<file path="config.mk">
export PLATFORM = sky130hd
export DESIGN_NAME = jtag_tap_responder
export DESIGN_NICKNAME = d
export VERILOG_FILES = /design/src/rtl/jtag_tap_responder.sv
export SDC_FILE = /design/constraint.sdc
export NUM_CORES = 1
export LEC_CHECK = 0
export CAP_MARGIN = 10
export CORE_MARGIN = 3
export CORE_UTILIZATION = 34
export CTS_CLUSTER_DIAMETER = 30
export DETAILED_ROUTE_END_ITERATION = 8
export HOLD_SLACK_MARGIN = 0.05
export PLACE_DENSITY = 0.66
export SLEW_MARGIN = 40
export SYNTH_ARGS = -nofsm -noshare
export SYNTH_HDL_FRONTEND = slang
export SYNTH_SLANG_ARGS = --single-unit
</file>
<file path="constraint.sdc">
create_clock -name clk -period 3.99 [get_ports clk]
set_input_delay 0.798 -clock clk [delete_from_list [all_inputs] [get_ports clk]]
set_output_delay 0.798 -clock clk [all_outputs]
set_load 0.05 [all_outputs]
</file>
<file path="src/rtl/jtag_tap_responder.sv">
// ---------------------------------------------------------------------------
// jtag_tap_responder
// Device-side JTAG TAP. It oversamples tck/tms/tdi on clk, so every part of
// the TAP runs in the clk domain. The TAP has a 4-bit IR and three data
// registers: IDCODE, BYPASS, and a 32-bit USER register with capture and
// update ports.
//
// Optional feature macro: JTAG_TAP_TRST_EN. Defining it adds a trst input
// (active high, synchronised). trst resets the TAP only. The USER update
// port keeps its value.
//
// Ports:
//   clk, rst           system clock, synchronous active-high reset
//   tck, tms, tdi      JTAG pins (asynchronous to clk)
//   tdo, tdo_en        JTAG data out and its enable (high while shifting)
//   user_capture_data  value loaded into USER DR at Capture-DR
//   user_update_data   USER DR value latched at Update-DR
//   user_update_valid  one-clk pulse when user_update_data is written
//   ir_value           current instruction register
//   trst               (JTAG_TAP_TRST_EN only) TAP reset, active high
// ---------------------------------------------------------------------------
module jtag_tap_responder #(
    parameter logic [31:0]  IDCODE      = 32'h10001FFF,
    parameter logic [3:0]   IR_IDCODE   = 4'h1,
    parameter logic [3:0]   IR_USER     = 4'h8,
    parameter int unsigned  SYNC_STAGES = 2
) (
    input  logic        clk,
    input  logic        rst,
`ifdef JTAG_TAP_TRST_EN
    input  logic        trst,
`endif
    input  logic        tck,
    input  logic        tms,
    input  logic        tdi,
    output logic        tdo,
    output logic        tdo_en,
    input  logic [31:0] user_capture_data,
    output logic [31:0] user_update_data,
    output logic        user_update_valid,
    output logic [3:0]  ir_value
);

    localparam int unsigned DR_W = 32;
    localparam int unsigned IR_W = 4;

    typedef enum logic [3:0] {
        TLR, RTI, SEL_DR, CAP_DR, SH_DR, EX1_DR, PAU_DR, EX2_DR, UPD_DR,
        SEL_IR, CAP_IR, SH_IR, EX1_IR, PAU_IR, EX2_IR, UPD_IR
    } state_t;

    state_t                 state;
    logic [SYNC_STAGES-1:0] tck_sync, tms_sync, tdi_sync;
    logic                   tck_prev;
    logic [IR_W-1:0]        ir_shift;
    logic [DR_W-1:0]        idcode_shift;
    logic [DR_W-1:0]        user_shift;
    logic                   bypass_shift;

    // The synchroniser's last stage gives the coherent tck/tms/tdi samples.
    logic tck_s, tms_s, tdi_s, rise_c, fall_c, tap_reset_c;
    logic sel_idcode_c, sel_user_c, dr_lsb_c;

    assign tck_s  = tck_sync[SYNC_STAGES-1];
    assign tms_s  = tms_sync[SYNC_STAGES-1];
    assign tdi_s  = tdi_sync[SYNC_STAGES-1];
    assign rise_c = tck_s & ~tck_prev;
    assign fall_c = ~tck_s & tck_prev;

    assign sel_idcode_c = (ir_value == IR_IDCODE);
    assign sel_user_c   = (ir_value == IR_USER);
    assign dr_lsb_c     = sel_idcode_c ? idcode_shift[0] :
                          sel_user_c   ? user_shift[0]   : bypass_shift;

`ifdef JTAG_TAP_TRST_EN
    logic [SYNC_STAGES-1:0] trst_sync;
    always_ff @(posedge clk) begin
        if (rst) trst_sync <= '0;
        else     trst_sync <= {trst_sync[SYNC_STAGES-2:0], trst};
    end
    assign tap_reset_c = trst_sync[SYNC_STAGES-1];
`else
    assign tap_reset_c = 1'b0;
`endif

    // IEEE 1149.1 state graph
    function automatic state_t next_state(input state_t s, input logic m);
        case (s)
            TLR:     next_state = m ? TLR    : RTI;
            RTI:     next_state = m ? SEL_DR : RTI;
            SEL_DR:  next_state = m ? SEL_IR : CAP_DR;
            CAP_DR:  next_state = m ? EX1_DR : SH_DR;
            SH_DR:   next_state = m ? EX1_DR : SH_DR;
            EX1_DR:  next_state = m ? UPD_DR : PAU_DR;
            PAU_DR:  next_state = m ? EX2_DR : PAU_DR;
            EX2_DR:  next_state = m ? UPD_DR : SH_DR;
            UPD_DR:  next_state = m ? SEL_DR : RTI;
            SEL_IR:  next_state = m ? TLR    : CAP_IR;
            CAP_IR:  next_state = m ? EX1_IR : SH_IR;
            SH_IR:   next_state = m ? EX1_IR : SH_IR;
            EX1_IR:  next_state = m ? UPD_IR : PAU_IR;
            PAU_IR:  next_state = m ? EX2_IR : PAU_IR;
            EX2_IR:  next_state = m ? UPD_IR : SH_IR;
            UPD_IR:  next_state = m ? SEL_DR : RTI;
            default: next_state = TLR;
        endcase
    endfunction

    // TAP state machine, shift registers and registered outputs
    always_ff @(posedge clk) begin
        if (rst) begin
            tck_sync          <= '0;
            tms_sync          <= '0;
            tdi_sync          <= '0;
            tck_prev          <= 1'b0;
            state             <= TLR;
            ir_value          <= IR_IDCODE;
            ir_shift          <= '0;
            idcode_shift      <= '0;
            user_shift        <= '0;
            bypass_shift      <= 1'b0;
            tdo               <= 1'b0;
            tdo_en            <= 1'b0;
            user_update_data  <= '0;
            user_update_valid <= 1'b0;
        end else begin
            tck_sync          <= {tck_sync[SYNC_STAGES-2:0], tck};
            tms_sync          <= {tms_sync[SYNC_STAGES-2:0], tms};
            tdi_sync          <= {tdi_sync[SYNC_STAGES-2:0], tdi};
            tck_prev          <= tck_s;
            user_update_valid <= 1'b0;

            if (tap_reset_c) begin
                state    <= TLR;
                ir_value <= IR_IDCODE;
                tdo      <= 1'b0;
                tdo_en   <= 1'b0;
            end else if (rise_c) begin
                // Current state's action first, then advance on tms
                case (state)
                    TLR:    ir_value <= IR_IDCODE;
                    CAP_IR: ir_shift <= IR_W'(1);
                    SH_IR:  ir_shift <= {tdi_s, ir_shift[IR_W-1:1]};
                    UPD_IR: ir_value <= ir_shift;
                    CAP_DR: begin
                        if (sel_idcode_c)    idcode_shift <= IDCODE;
                        else if (sel_user_c) user_shift   <= user_capture_data;
                        else                 bypass_shift <= 1'b0;
                    end
                    SH_DR: begin
                        if (sel_idcode_c)    idcode_shift <= {tdi_s, idcode_shift[DR_W-1:1]};
                        else if (sel_user_c) user_shift   <= {tdi_s, user_shift[DR_W-1:1]};
                        else                 bypass_shift <= tdi_s;
                    end
                    UPD_DR: begin
                        if (sel_user_c) begin
                            user_update_data  <= user_shift;
                            user_update_valid <= 1'b1;
                        end
                    end
                    default: ;
                endcase
                state <= next_state(state, tms_s);
            end else if (fall_c) begin
                // tdo changes only on falling tck so the host samples it stable
                if (state == SH_DR) begin
                    tdo    <= dr_lsb_c;
                    tdo_en <= 1'b1;
                end else if (state == SH_IR) begin
                    tdo    <= ir_shift[0];
                    tdo_en <= 1'b1;
                end else begin
                    tdo    <= 1'b0;
                    tdo_en <= 1'b0;
                end
            end
        end
    end

endmodule
</file>
==> results.md <==
* Status: complete, no violations
* Hold crit path type: reg -> reg
* Max Cap Violations at 0
* Vias in the first global route at 4131
* Vias per cell at 5.13
* CTS buffer count at 17
* Initial drt markers at 353
* Grt ovf at 0
* FF+latch count, synth at approximately 120
* Nets at about 700
* Final ANT Viol Nets at 0
* Final Hold Fails at 0
* I/O Pins at 76
* Vias at 4315
* Post-Synth XOR/XNOR Area at 0.00353
* CTS Root Cell: clkbuf_16
* Gate count of the mapped netlist at approximately 600
* Worst path max stage delay at 0.89 ns
* Distinct cell type count after synthesis at 46
* Worst hold slack at 0.434 ns
* Part of the Yosys area used for sequential elements at 0.480
* Average cell area after synthesis at 8.32 um^2
* Initial core utilization at 0.352
* Synth top area cells: dfxtp_1 (48%), nand2_1 (12%), a311oi_2 (8.2%), a21oi_1 (6.1%), nor2_1 (4.3%)
* CTS Hold Buffers Added at 0
* Number of enable flip-flop cells after synthesis at 0
* Hold Crit Endpoint: tms_sync[1]
* Hold Path Depth at 1
* Synthesized area at 4970 um^2
* YS warnings at 0
* Row cnt at 43
* Leak at between 2 and 2.5 nW
* Final Worst Setup Slack at about 1.3 ns
* Crit-path cells: clkdlybuf4s50_1
* Antenna cell count at 0
* Startpoint types: flip-flop
* Largest family of logic cells by synthesized area: simple AND/OR/NAND/NOR gates
* Endpoints failing setup at 0
* Worst endpoint data arrival time at 1.85 ns
* Total track usage at 0.149
* WL final at 11600 um
* Resized cells post-CTS at 0
* Final Wtd Congestion at 0.810
* Hold Startpoint: tms_sync[0]
* PortBufs at 75
* Core Util, Final at 0.452
* Setup Total Neg Slack at 0 ns
* Worst slew pin tran at 0.819 ns
* Period utilization at 0.665
* Reg2reg end: user_shift[20]
* Post CTS Setup Buffer Count at 0
* Worst-case reg-to-reg path depth at 5
* RSZ-0062 raised after global routing: no
* Worst Path Required at 3.19 ns
* DIE HEIGHT at 127 um
* Fmax at 377 MHz
* RR Startpoint: state[2]
* Drt first pass iters at 4
* Multiplexer area fraction after synthesis at 0.00202
* Slew HR at 0.454
* Syn Nets at 634
* Clock transition at the registers of the reported paths at approximately 0.05 ns
* Hpwl dp at 7260 um
* CP delay by family, top: buffers and inverters
* Yosys top cell by area: dfxtp_1
* Die X-Extent at 127 um
* Compound-Gate Fraction of Synth Area at 0.202
* CTS tree: built
* DRC violations left at 0
* DP Worst Slack at between 1 and 1.5 ns
* Post-Synth Simple-Gate Area at 0.261
* CTS max path bufs at 2
* H-Tree Depth at 4
* Clock Latency Late Sink at a little over 0.4 ns
* CP max-delay cell: clkdlybuf4s50_1
* Worst Setup End Kind: output pin
* Minimum clock period at 2.65 ns
* Synth top area share at 0.480
* Max Fanout on Critical Path at 10
* Layout cells sized above 1 at 0.113
* Path type of the worst setup path: reg -> out
* Core area at between 10000 and 15000 um^2
* Primary flip-flop cell chosen by synthesis mapping: dfxtp_1
* # clock sinks at between 100 and 150
* Post-Synth Adder-Cell Area at 0
* Worst VDD drop at about 0.27 mV
* Die Outline Area at 16100 um^2
* Cell Pwr Density at between 400 and 500 nW/um^2
* Skew final at between 0.006 and 0.007 ns
* Largest net degree at the start of global routing at 77
* Reg2Reg Setup Slack at 1.42 ns
* Synthesis-to-finish area growth at 28.2%
* Max Slew Vio Count at 0
* CP Buf/Inv Count at 1
* Overall power at 2.79 mW
* DR WL/cell at 13.8 um
* First-pass GRT wire length at ~20000 um
* Async S/R FF share, synth at 0
* Initial antenna violation count at 0
-- area by class of cell --
| cell class | count | area (um^2) |
|---|---|---|
| clock inverters | 11 | 124 |
| flip-flops and latches | 119 | 2380 |
| multi-input cells | 422 | 2340 |
| repair buffers | 82 | 801 |
| clock buffers | 21 | 470 |
| well taps | 180 | 225 |
| fillers | 1366 | 7730 |
| inverters | 6 | 22.5 |
-- where the power goes --
part / internal [mW] / total [mW] / switching (mW)
combinational: 0.0433 / 0.0885 / 0.0452
sequential: 1.19 / 1.20 / 0.00653
clock: 0.966 / 1.50 / 0.536
-- worst reg2reg max path, cell delays in order (launching register included) --
cell	delay, ns
dfxtp_1	0.64
or3b_1	0.51
a211oi_4	0.26
buf_4	0.62
nor2_1	0.17
a311oi_2	0.27
-- flip-flops by register name (all words and copies together), names as in the netlist, 2 cells and up --
register / flops
idcode_shift: 32
user_shift: 32
user_update_data: 32
ir_shift: 4
ir_value: 4
state: 4
tck_sync: 2
tdi_sync: 2
tms_sync: 2
-- worst max-delay path by stage --
stage | start | to | slack [ns] | cells after the start
global placement | tck_sync[1] | user_update_data[22] | 1.54 | 4
global route | state[0] | user_shift[24] | 1.20 | 5
CTS | ir_value[3] | ir_value[3] | 1.33 | 1
finish | ir_value[3] | ir_value[3] | 1.34 | 1
detailed placement | state[0] | user_shift[11] | 1.45 | 5
floorplan | ir_value[3] | user_shift[0] | 1.68 | 5
-- synthesized netlist by cell type, drive strengths merged, types with 4 or more instances --
cell and number:
a211oi 4, nor3 31, dfxtp 119, nor2 57
buf 13, a21oi 61, clkbuf 37, o211ai 4
nand3 21, nor2b 14, a221oi 4, o21ai 4
inv 6, nand2 154, a311oi 34
-- through the flow --
stage / cell area (um^2) / std cells
6_report: 6370 / 841
3_5_place_dp: 5770 / 809
3_3_place_gp: 5770 / 809
5_1_grt: 6370 / 841
2_1_floorplan: 4970 / 597
4_1_cts: 6360 / 841
-- cells by family after synthesis --
group | Yosys count
AO/OA/AOI/OAI | 123
XOR/XNOR | 2
buffers and inverters | 56
flip-flops | 119
multiplexers | 1
AND/OR/NAND/NOR | 296
-- layout by cell type, fill, tap and decap left out, types with 6 or more instances in the layout --
| cell type | n |
|---|---|
| clkdlybuf4s50_1 | 74 |
| dfxtp_1 | 119 |
| inv_1 | 6 |
| a311oi_1 | 7 |
| buf_4 | 8 |
| nor2b_1 | 13 |
| clkbuf_16 | 17 |
| nor2_1 | 57 |
| nor3_1 | 31 |
| nand3_1 | 21 |
| nand2_1 | 154 |
| a311oi_2 | 27 |
| a21oi_1 | 61 |
-- layer usage --
metal  vias up  track usage  part of all wire
met1      2032        0.190              0.46
met2       106        0.237              0.47
met4         0       0.0536             0.013
met5         -            0                 0
met3        15       0.0497             0.053
li1       2162            -                 -
(Power assumes the default switching activity.)
